File: src/rtl/seg_digit_mux.sv
// seg_digit_mux
//   Two-digit multiplexed seven-segment driver. A BCD tens/units pair is
//   captured on a single-cycle load strobe into a pending buffer. The buffer is
//   copied into the display pair only at the frame boundary, which is the
//   entry into SHOW_UNITS, so both digits always change together. The shared
//   segment bus alternates between units and tens, with optional blank
//   dead-time at each switch-over. A tens value of zero can be suppressed.
//
// Ports
//   clk         in   1  system clock, rising edge
//   reset       in   1  asynchronous active-low reset
//   load        in   1  capture strobe for ten_count/unit_count
//   ten_count   in   4  BCD tens digit (10-15 shown as a dash)
//   unit_count  in   4  BCD units digit (10-15 shown as a dash)
//   segments    out  7  active-high segments, bit0=a .. bit6=g, registered
//   digit       out  1  digit select, 0 = units, 1 = tens, registered

module seg_digit_mux #(
  parameter int REFRESH_CYCLES     = 64,
  parameter int DEAD_CYCLES        = 2,
  parameter bit BLANK_LEADING_ZERO = 1'b1
) (
  input  logic       clk,
  input  logic       reset,
  input  logic       load,
  input  logic [3:0] ten_count,
  input  logic [3:0] unit_count,
  output logic [6:0] segments,
  output logic       digit
);

  typedef enum logic [1:0] {
    SHOW_UNITS    = 2'd0,
    DEAD_TO_TENS  = 2'd1,
    SHOW_TENS     = 2'd2,
    DEAD_TO_UNITS = 2'd3
  } state_t;

  localparam int MAX_CYCLES = (REFRESH_CYCLES > DEAD_CYCLES) ? REFRESH_CYCLES : DEAD_CYCLES;
  localparam int PW         = $clog2(MAX_CYCLES + 1);
  localparam bit HAS_DEAD   = (DEAD_CYCLES > 0);

  // Terminal phase counts. The dead-state value is unused when dead time is
  // disabled, so it is clamped to zero to avoid a negative constant.
  localparam logic [PW-1:0] REF_LAST  = PW'(REFRESH_CYCLES - 1);
  localparam logic [PW-1:0] DEAD_LAST = PW'((DEAD_CYCLES > 0) ? (DEAD_CYCLES - 1) : 0);

  // BCD to segments (g..a). Codes 10-15 light only the g segment as a dash.
  function automatic logic [6:0] decode_bcd(input logic [3:0] value);
    logic [6:0] seg;
    case (value)
      4'd0:    seg = 7'h3F;
      4'd1:    seg = 7'h06;
      4'd2:    seg = 7'h5B;
      4'd3:    seg = 7'h4F;
      4'd4:    seg = 7'h66;
      4'd5:    seg = 7'h6D;
      4'd6:    seg = 7'h7D;
      4'd7:    seg = 7'h07;
      4'd8:    seg = 7'h7F;
      4'd9:    seg = 7'h6F;
      default: seg = 7'h40;
    endcase
    return seg;
  endfunction

  state_t        state_r;
  state_t        state_nxt_s;
  logic [PW-1:0] phase_r;
  logic [PW-1:0] phase_nxt_s;
  logic [PW-1:0] phase_last_s;
  logic          boundary_s;

  logic [3:0]    pend_t_r;
  logic [3:0]    pend_u_r;
  logic          pend_valid_r;
  logic [3:0]    disp_t_r;
  logic [3:0]    disp_u_r;

  logic [6:0]    seg_nxt_s;
  logic          digit_nxt_s;

  // State and phase counter register.
  always_ff @(posedge clk or negedge reset) begin
    if (!reset) begin
      state_r <= SHOW_UNITS;
      phase_r <= {PW{1'b0}};
    end else begin
      state_r <= state_nxt_s;
      phase_r <= phase_nxt_s;
    end
  end

  // Next-state logic, frame-boundary detection and output selection.
  always_comb begin
    state_nxt_s  = state_r;
    phase_nxt_s  = phase_r + PW'(1'b1);
    phase_last_s = ((state_r == SHOW_UNITS) || (state_r == SHOW_TENS)) ? REF_LAST : DEAD_LAST;
    seg_nxt_s    = 7'h00;
    digit_nxt_s  = 1'b0;

    if (phase_r == phase_last_s) begin
      phase_nxt_s = {PW{1'b0}};
      case (state_r)
        SHOW_UNITS:    state_nxt_s = HAS_DEAD ? DEAD_TO_TENS : SHOW_TENS;
        DEAD_TO_TENS:  state_nxt_s = SHOW_TENS;
        SHOW_TENS:     state_nxt_s = HAS_DEAD ? DEAD_TO_UNITS : SHOW_UNITS;
        DEAD_TO_UNITS: state_nxt_s = SHOW_UNITS;
        default:       state_nxt_s = SHOW_UNITS;
      endcase
    end else begin
      state_nxt_s = state_r;
    end

    // SHOW_UNITS always lasts at least one cycle, so entering it is the
    // only way this term can be true.
    boundary_s = (state_nxt_s == SHOW_UNITS) && (state_r != SHOW_UNITS);

    case (state_r)
      SHOW_UNITS: begin
        seg_nxt_s   = decode_bcd(disp_u_r);
        digit_nxt_s = 1'b0;
      end
      DEAD_TO_TENS: begin
        seg_nxt_s   = 7'h00;
        digit_nxt_s = 1'b1;
      end
      SHOW_TENS: begin
        digit_nxt_s = 1'b1;
        if (BLANK_LEADING_ZERO && (disp_t_r == 4'd0)) begin
          seg_nxt_s = 7'h00;
        end else begin
          seg_nxt_s = decode_bcd(disp_t_r);
        end
      end
      DEAD_TO_UNITS: begin
        seg_nxt_s   = 7'h00;
        digit_nxt_s = 1'b0;
      end
      default: begin
        seg_nxt_s   = 7'h00;
        digit_nxt_s = 1'b0;
      end
    endcase
  end

  // Pending buffer and display pair. A load in the boundary cycle is kept
  // pending while the older pending pair is transferred.
  always_ff @(posedge clk or negedge reset) begin
    if (!reset) begin
      pend_t_r     <= 4'd0;
      pend_u_r     <= 4'd0;
      pend_valid_r <= 1'b0;
      disp_t_r     <= 4'd0;
      disp_u_r     <= 4'd0;
    end else begin
      if (boundary_s && pend_valid_r) begin
        disp_t_r <= pend_t_r;
        disp_u_r <= pend_u_r;
      end
      if (load) begin
        pend_t_r     <= ten_count;
        pend_u_r     <= unit_count;
        pend_valid_r <= 1'b1;
      end else if (boundary_s) begin
        pend_valid_r <= 1'b0;
      end
    end
  end

  // Registered display outputs.
  always_ff @(posedge clk or negedge reset) begin
    if (!reset) begin
      segments <= 7'h00;
      digit    <= 1'b0;
    end else begin
      segments <= seg_nxt_s;
      digit    <= digit_nxt_s;
    end
  end

endmodule

File: config.mk
export PLATFORM = sky130hd
export DESIGN_NAME = seg_digit_mux
export DESIGN_NICKNAME = d
export VERILOG_FILES = /design/src/rtl/seg_digit_mux.sv
export SDC_FILE = /design/constraint.sdc
export NUM_CORES = 1
export LEC_CHECK = 0
export CAP_MARGIN = 20
export CORE_ASPECT_RATIO = 1.25
export CORE_MARGIN = 3
export CORE_UTILIZATION = 40
export CTS_CLUSTER_SIZE = 30
export DETAILED_ROUTE_END_ITERATION = 12
export GPL_TIMING_DRIVEN = 0
export PLACE_DENSITY = 0.66
export SLEW_MARGIN = 25
export SYNTH_ARGS = -nofsm -noshare
export SYNTH_HDL_FRONTEND = slang
export SYNTH_SLANG_ARGS = --single-unit
export TNS_END_PERCENT = 20
File: constraint.sdc
create_clock -name clk -period 2.85 [get_ports clk]
set_input_delay 0.285 -clock clk [delete_from_list [all_inputs] [get_ports clk]]
set_output_delay 0.285 -clock clk [all_outputs]
set_load 0.02 [all_outputs]
# Word level (Yosys, flattened, before mapping)
# Memories as Yosys holds them, arrays and structs flattened.
# Cells that the tools add are included.
[totals]
input_bits = 11
ram_bits = 0
mem_bits_ro = 224
mem_count = 2
ff_bits = 34
latchBits = 0
[mem_list]
columns = ["name", "depth", "width", "rd", "rd_clocked_by_memory_dff", "wr", "line", "text"]
rows = [
  ["(name not given)", 16, 7, 1, 0, 0, "51", "case (value)"],
  ["(name not given)", 16, 7, 1, 0, 0, "51", ""],
]
[classes]
muxes = 9
n_lt_le_gt_ge = 0
div = 0
shift = 0
mul = 0
n_eq_ne = 4
n_bitwise = 0
add_sub_neg = 1
reduce_logical = 11
[ops]
columns = ["operator", "n"]
rows = [
  ["one-hot mux 7 bit (3 select lines)", 1],
  ["two-way mux 7 bit", 2],
  ["one-hot mux 2 bit (4 select lines)", 1],
  ["adder 7 x 1 -> 7 bit, second input constant", 1],
  ["equality test 7 x 6 -> 1 bit", 1],
  ["two-way mux 6 bit", 1],
  ["OR reduction 2 bit", 3],
  ["equality test 2 bit, second input constant", 2],
  ["zero test 2 bit", 2],
  ["zero test 4 bit", 1],
  ["nonzero test 2 bit", 2],
  ["equality test 2 x 1 -> 1 bit, second input constant", 1],
  ["logical AND 1 bit", 2],
  ["two-way mux 1 bit", 2],
  ["two-way mux 2 bit", 1],
  ["one-hot mux 1 bit (2 select lines)", 1],
  ["logical OR 1 bit", 1],
]

# Logic depth before layout (Yosys ltp)
[logic_depth]
depth_word = 9
depth_mapped = 7

# Worst setup path after synthesis
# Ideal clock, no wire load.
[synth_timing]
kind = "flip-flop to flip-flop"
from = "register state_r[0]"
to = "register disp_t_r[0]"
setup_time_ns = 0.125
n_path_buf = 0
stages_incl_launch_ff = 7
arrival_time_ns = 1.742
path_slack_ns = 0.983
required_ns = 2.725
period_less_slack_ns = 1.867
cell_sequence = "dfrtp_1 -> inv_1 -> ha_1 -> nor2_1 -> nand3_1 -> o211ai_4 -> mux2_2"
[synth_between]
elab_chain_cells = 8
elab_cells_between_ends = 13
[synth_lines]
columns = ["item", "line", "text"]
rows = [
  ["start: declaration", "67", "state_t state_r;"],
  ["start signal: assignment", "89", "state_r <= state_nxt_s;"],
  ["equality test 2 bit or zero test 2 bit (tied branches)", "98, 104", ""],
  ["logical OR 1 bit", "98", "phase_last_s = ((state_r == SHOW_UNITS) || (state_r == SHOW_TENS)) ? REF_LAST : DEAD_LAST;"],
  ["two-way mux 6 bit", "98", ""],
  ["equality test 7 x 6 -> 1 bit", "102", "if (phase_r == phase_last_s) begin"],
  ["two-way mux 2 bit", "102", ""],
  ["zero test 2 bit", "117", "boundary_s = (state_nxt_s == SHOW_UNITS) && (state_r != SHOW_UNITS);"],
  ["logical AND 1 bit *", "117", ""],
  ["logical AND 1 bit *", "157", "if (boundary_s && pend_valid_r) begin"],
  ["end signal: assignment", "158", "disp_t_r <= pend_t_r;"],
  ["end: declaration", "77", "logic [3:0] disp_t_r;"],
]
# Mark *: on every way between the ends. The rest lies on a longest branch, timed or not.
# A chain may end at the register's enable or synchronous reset.

# Worst setup path in the final report
[layout_timing]
from = "register state_r[0]"
to = "register disp_u_r[2]"
[layout_between]
elab_chain_cells = 8
elab_cells_between_ends = 13
[layout_lines]
columns = ["item", "line", "text"]
rows = [
  ["equality test 2 bit or zero test 2 bit (tied branches)", "98, 104", ""],
  ["logical OR 1 bit", "98", ""],
  ["two-way mux 6 bit", "98", ""],
  ["equality test 7 x 6 -> 1 bit", "102", ""],
  ["two-way mux 2 bit", "102", ""],
  ["zero test 2 bit", "117", ""],
  ["logical AND 1 bit *", "117", ""],
  ["logical AND 1 bit *", "157", ""],
  ["end signal: assignment", "159", "disp_u_r <= pend_u_r;"],
  ["end: declaration", "78", "logic [3:0] disp_u_r;"],
]
# Marked as above.

==> impl_results.md <==
* Max-Cap Viols at 0
* Wire per inst at between 10 and 15 um
* Peak supply drop at about 0.00018 V
* Post-synth top area share at 0.464
* Mapped Area at roughly 0.0018 mm2
* Clk buf depth at 2
* Post-route clock period utilization at 0.749
* Post-Syn Nets at slightly below 200
* Top cells by area, synth: dfrtp_1 46%, mux2_2 10%, ha_1 10%, o21ai_0 3.8%, nor2_1 3.5%
* CTS buffer count at 5
* DPL Wire Length at ~2.5 mm
* Endpoint type of the worst setup path: flop
* Fin Hold WS at a little under 500 ps
* Clock Skew at between 5 and 6 ps
* CP Capture Point: disp_u_r[2]$_DFFE_PN0P_
* Fraction of layout cells with a size suffix above 1 at 0.173
* Status: completed
* ANT nets after route at 0
* Via count at approximately 1.3k
* Worst endpoint required time at around 3000 ps
* Drt first-iter violations at 36
* Crit path launch type: flop
* Post-DP Area at between 0.002 and 0.0025 mm2
* FF-to-FF setup slack at roughly 720 ps
* Avg Inst Size Synth at about 11 um2
* I/O Buffers at 17
* Primary FF master, synth: dfrtp_1
* RSZ-0062 raised after global routing: no
* Least-Margin Pin Slew at approximately 480 ps
* Layout Nets at around 220
* DR pass1 iterations at 4
* First-pass GRT wire length at around 5.7 mm
* Vias per std cell at ~5.2
* Die area at between 0.005 and 0.006 mm2
* Die H at 81.7 um
* Vias in the first global route at about 1.3k
* Total core area at 0.00426 mm2
* Initial Utilization at 0.431
* Number of enable flip-flop cells after synthesis at 0
* Arr. time, crit path at about 2300 ps
* H-tree depth at 2
* Post-CTS Setup Bufs at 0
* Area grow syn2layout at 19.8%
* Clock Latency Late Sink at between 200 and 300 ps
* Initial antenna violation count at 0
* TritonCTS Sinks at 34
* Final core utilization at 0.516
* Slew Viols, Final at 0
* Hold Fails Final Rpt at 0
* Worst flop-to-flop path endpoint: disp_u_r[2]$_DFFE_PN0P_
* CTS Root Cell: clkbuf_8
* Routability Congestion at 0.784
* Lkg Pwr at between 0.0009 and 0.001 uW
* Reg-to-reg startpoint: state_r[0]$_DFF_PN0_
* Largest net degree at the start of global routing at 19
* # resized after CTS at 0
* Finished Cell Area at 0.00220 mm2
* IO Count at 19
* Warning count from the yosys run at 0
* Crit path from: state_r[0]$_DFF_PN0_
* Asr flop ratio synth at 1.00
* Critical Path Fanout Max at 8
* Yosys reg bits at 34
* Hold crit path type: in -> async
* Seq/Total Area, Yosys at 0.464
* Tmin final at around 2100 ps
* # setup viols final at 0
* Antenna diodes at 0
* Critical path class: reg -> reg
* Register-to-Register Path Depth at 6
* Leading area contributor after synthesis: dfrtp_1
* GR Util All Layers at 0.136
* Synth cell types at 34
* Max_slew headroom at 0.682
* Final Routed Wirelength at 3.22 mm
* Achievable clock frequency at 0.469 GHz
* Die X at 66.6 um
* Final TNS setup at 0 ps
* Std cell rows at 26
* Pwr dens at 405 mW/mm2
* Reg clk slew, reported paths at roughly 70 ps
* Overflow after GRT at 0
* Syn Inst Count at 170
* CTS tree: yes
* DRC Markers at 0
[how the worst min path moves through the flow]
stage / start / slack [ps] / cells past startpoint / endpoint
global route: pend_t_r[2]$_DFFE_PN0P_ / 520 / 1 / pend_t_r[2]$_DFFE_PN0P_
CTS: reset / 500 / 2 / phase_r[5]$_DFF_PN0_
global placement: pend_u_r[2]$_DFFE_PN0P_ / 480 / 1 / disp_u_r[2]$_DFFE_PN0P_
floorplan: reset / -10 / 0 / digit$_DFF_PN0_
detailed placement: reset / 250 / 1 / segments[3]$_DFF_PN0_
finish: reset / 490 / 2 / segments[3]$_DFF_PN0_
[per-layer routing]
layer | global-route usage | wire length [um] | share of wire
met4 | 0.0528 | 60 | 0.019
met3 | 0.0342 | 175 | 0.054
met1 | 0.156 | 1400 | 0.43
met2 | 0.239 | 1590 | 0.49
met5 | 0 | 0 | 0
[registers in the layout (all words and copies together) (netlist names)]
register / count
digit: 1
state_r: 2
segments: 7
disp_u_r: 4
pend_valid_r: 1
pend_u_r: 4
disp_t_r: 4
phase_r: 7
pend_t_r: 4
[final cells by class]
cell class,instances,area [um2]
clock inverter,1,5.00
buffer,6,22.5
clock buffer,7,86.3
sequential,34,851
fill,380,2060
inverter,13,48.8
tap,56,70.1
multi-input combinational,117,913
timing repair buffer,19,203
[timing repair]
item / in CTS / in global routing
hold buffers: 1 / 0
endpoints found under the setup margin: 0 / 0
endpoints found under the hold margin: 17 / 0
[cell usage after synthesis (2+ instances only)]
| library cell | n |
|---|---|
| dfrtp_1 | 34 |
| mux2_2 | 17 |
| nor2_1 | 17 |
| ha_1 | 15 |
| o21ai_0 | 14 |
| inv_1 | 13 |
| a21oi_1 | 7 |
| clkbuf_1 | 6 |
| nand3_1 | 6 |
| nand2b_1 | 4 |
| xnor2_1 | 4 |
| and3_1 | 3 |
| nand2_1 | 3 |
| and2_1 | 2 |
| mux2i_1 | 2 |
| nand4_1 | 2 |
| nor2b_1 | 2 |
| nor3b_1 | 2 |
| o22ai_1 | 2 |
[cell families (layout without fill, tap and decap cells)]
group / count (synthesis) / in the layout / synth area share
compound gates: 29 / 29 / 0.106
flops: 34 / 34 / 0.464
simple gates: 49 / 49 / 0.151
fa+ha+maj: 15 / 15 / 0.102
mux: 19 / 19 / 0.115
buf+inv: 19 / 46 / 0.0389
xor+xnor: 5 / 5 / 0.0239
[through the flow]
| stage | total power [uW] | cells | worst slack [ps] |
|---|---|---|---|
| 2_1_floorplan | 520 | 170 | 983 |
| 3_3_place_gp | 543 | 243 | 841 |
| 3_5_place_dp | 550 | 244 | 727 |
| 4_1_cts | 906 | 253 | 727 |
| 5_1_grt | 932 | 253 | 554 |
| 6_report | 891 | 253 | 717 |
[cell usage in the layout, fill, tap and decap left out, drive strengths merged]
cell           Yosys  routed
and3               3       3
o211ai             1       1
nand3b             1       1
nor2              17      17
nand2              3       3
mux2i              2       2
dfrtp             34      34
a31o               1       1
nor4               2       2
clkinv             0       1
xnor2              4       4
a21oi              7       7
dlygate4sd3        0       1
xor2               1       1
o2111ai            1       1
o22ai              2       2
nand4              2       2
nand3              6       6
nor2b              2       2
clkbuf             6      13
nor3b              3       3
a21boi             1       1
buf                0       2
clkdlybuf4s50      0      16
or2                2       2
nor3               2       2
nand2b             4       4
mux2              17      17
and2               2       2
inv               13      13
o21ai             15      15
o21bai             1       1
ha                15      15
[where the power goes]
| group | total, uW | switching, uW | internal [uW] |
|---|---|---|---|
| clock network | 350 | 156 | 195 |
| registers | 500 | 5.48 | 494 |
| logic | 40.9 | 15.9 | 24.9 |
[critical path, cell delays in order, from the launching register on]
cell,delay [ps]
dfrtp_1,370
inv_1,90
ha_1,290
nor2_1,320
nand3_1,200
o211ai_4,360
mux2_2,380
No activity file was read; power rests on OpenSTA's default activity.
==> patch (same flow settings) <==
Encoding of `state_t`: now one-hot (4 bits for 4 states).
--- a/src/rtl/seg_digit_mux.sv
+++ b/src/rtl/seg_digit_mux.sv
@@ -30,9 +30,9 @@
 );
 
-  typedef enum logic [1:0] {
-    SHOW_UNITS    = 2'd0,
-    DEAD_TO_TENS  = 2'd1,
-    SHOW_TENS     = 2'd2,
-    DEAD_TO_UNITS = 2'd3
+  typedef enum logic [3:0] {
+    SHOW_UNITS    = 4'b0001,
+    DEAD_TO_TENS  = 4'b0010,
+    SHOW_TENS     = 4'b0100,
+    DEAD_TO_UNITS = 4'b1000
   } state_t;
 
Behaviour: same outputs for any inputs over 10 cycles, from zero or initial values and one cycle with reset low; not proved beyond that.
==> patch against the original RTL <==
Worst setup slack improved by 0.055 ns; routed wire length increased by 4.0%; first-iteration DRC count decreased by 39%; cell area increased by 4.3%; non-clock buffer count decreased by 2; synthesized area increased by 1.0%; sequential cell count increased by 2; largest cell class is now flip-flops and latches.
Power is not compared: it rests on default switching activity, and its combinational part moved more than twofold at a synthesized area within 25%.
==> patch: results (changes against the original RTL) <==
stage	metric	value	unit	change
drt	wl_met1	1.47	mm	+5.4%
layout	fillers	393		+3.4%
yosys	synth.area.top_cells	dfrtp_1 (47%), mux2_2 (10%), ha_1 (8.8%)		
drt	dr.first_iter.drc_count	22		-39%
yosys	synth_fp_nets	182		-7.1%
drt	met2_length	1.64	mm	+3.2%
placed_design	pre_cts_ws	0.737	ns	+0.00929 ns
critical_path	slowest_delay	0.54	ns	+0.16 ns
global_routing	grt_use_met3	4.06	%	+0.64 points
placed_design	gp_congestion	0.810		+3.3%
placed_design	hpwl	2.51	mm	-1.6%
placed_design	place_area	2120	sq um	+1.0%
status	status	finished clean		
critical_path	cpMaxStageDelayCell	nor4b_4		
drt	met3WireLength	166	um	-5.1%
yosys	netlist_instances	158		-7.1%
critical_path	rrSetupSlack	0.77	ns	+0.05 ns
clocking	worstSkewPairLatency	0.30	ns	+0.02 ns
timing	period_share	72.9	%	-1.9 points
yosys	yosysUniqueCellTypes	38		+12%
drt	wl_per_cell	13.8	um	+8.3%
timing	hold_slack	0.412	ns	-0.0751 ns
drt	wirelength	3.35	mm	+4.0%
layout	layout.nets	208		-6.3%
timing	skew	0.0118	ns	+0.00659 ns
placed_design	placed_cells	234		-4.1%
global_routing	grt_start_max_net_pins	25		+6
drt	vias_per_cell	5.18		+0.52%
timing	slew_headroom	53.5	%	-15 points
global_routing	grtUsageMet1	15.5	%	-0.17 points
yosys	synth-seq-area-share	48.7	%	+2.3 points
[patch: cell types whose count changed after synthesis, sizes merged, moves of 3 or more]
| cell | unedited run | this run |
|---|---|---|
| a22o | 0 | 4 |
| nand2 | 3 | 8 |
| nor2 | 17 | 8 |
| nor4b | 0 | 3 |
| o21ai | 15 | 8 |
[patch: path summary, 6_finish.rpt]
kind | endpoint | startpoint | depth (start not counted)
worst max-delay path | disp_t_r[2]$_DFFE_PN0P_ | phase_r[1]$_DFF_PN0_ | 4
worst min-delay path | phase_r[5]$_DFF_PN0_ | reset | 2
worst max register to register | disp_t_r[2]$_DFFE_PN0P_ | phase_r[1]$_DFF_PN0_ | 4
worst min register to register | phase_r[5]$_DFF_PN0_ | phase_r[5]$_DFF_PN0_ | 1
max in group asynchronous | pend_t_r[0]$_DFFE_PN0P_ | reset | 3
min in group clk | pend_valid_r$_DFFE_PN0P_ | load | 2
[patch: where the power goes]
group / switching (mW) / internal [mW]
clock network: 0.184 / 0.438
registers: 0.0183 / 0.544
logic: 0.0851 / 0.0867
total: 0.287 / 1.07
[patch: logic make-up after synthesis]
kind of cell,synth area share [%]
compound gates,11.0
fa+ha+maj,8.77
mux,13.1
simple gates,12.4
xor+xnor,2.83
buf+inv,3.24
flops,48.7
[patch: worst max-delay path: cells and delay by family (launching register included)]
kind	cells	cell delay, ns
flops	1	0.46
compound gates	1	0.22
mux	1	0.40
simple gates	2	0.87
[patch: cell type report]
cell class	count	area share [%]
flip-flops and latches	36	39.3
clock buffers	5	3.00
clock inverters	3	3.93
multi-input cells	106	39.1
inverters	12	1.96
plain buffers	4	0.654
well taps	58	3.16
repair buffers	19	8.83
[patch: repair_timing]
item | CTS | global route
hold buffers | 1 | 0
endpoints found under the hold margin | 11 | 0
setup buffers | 0 | 0
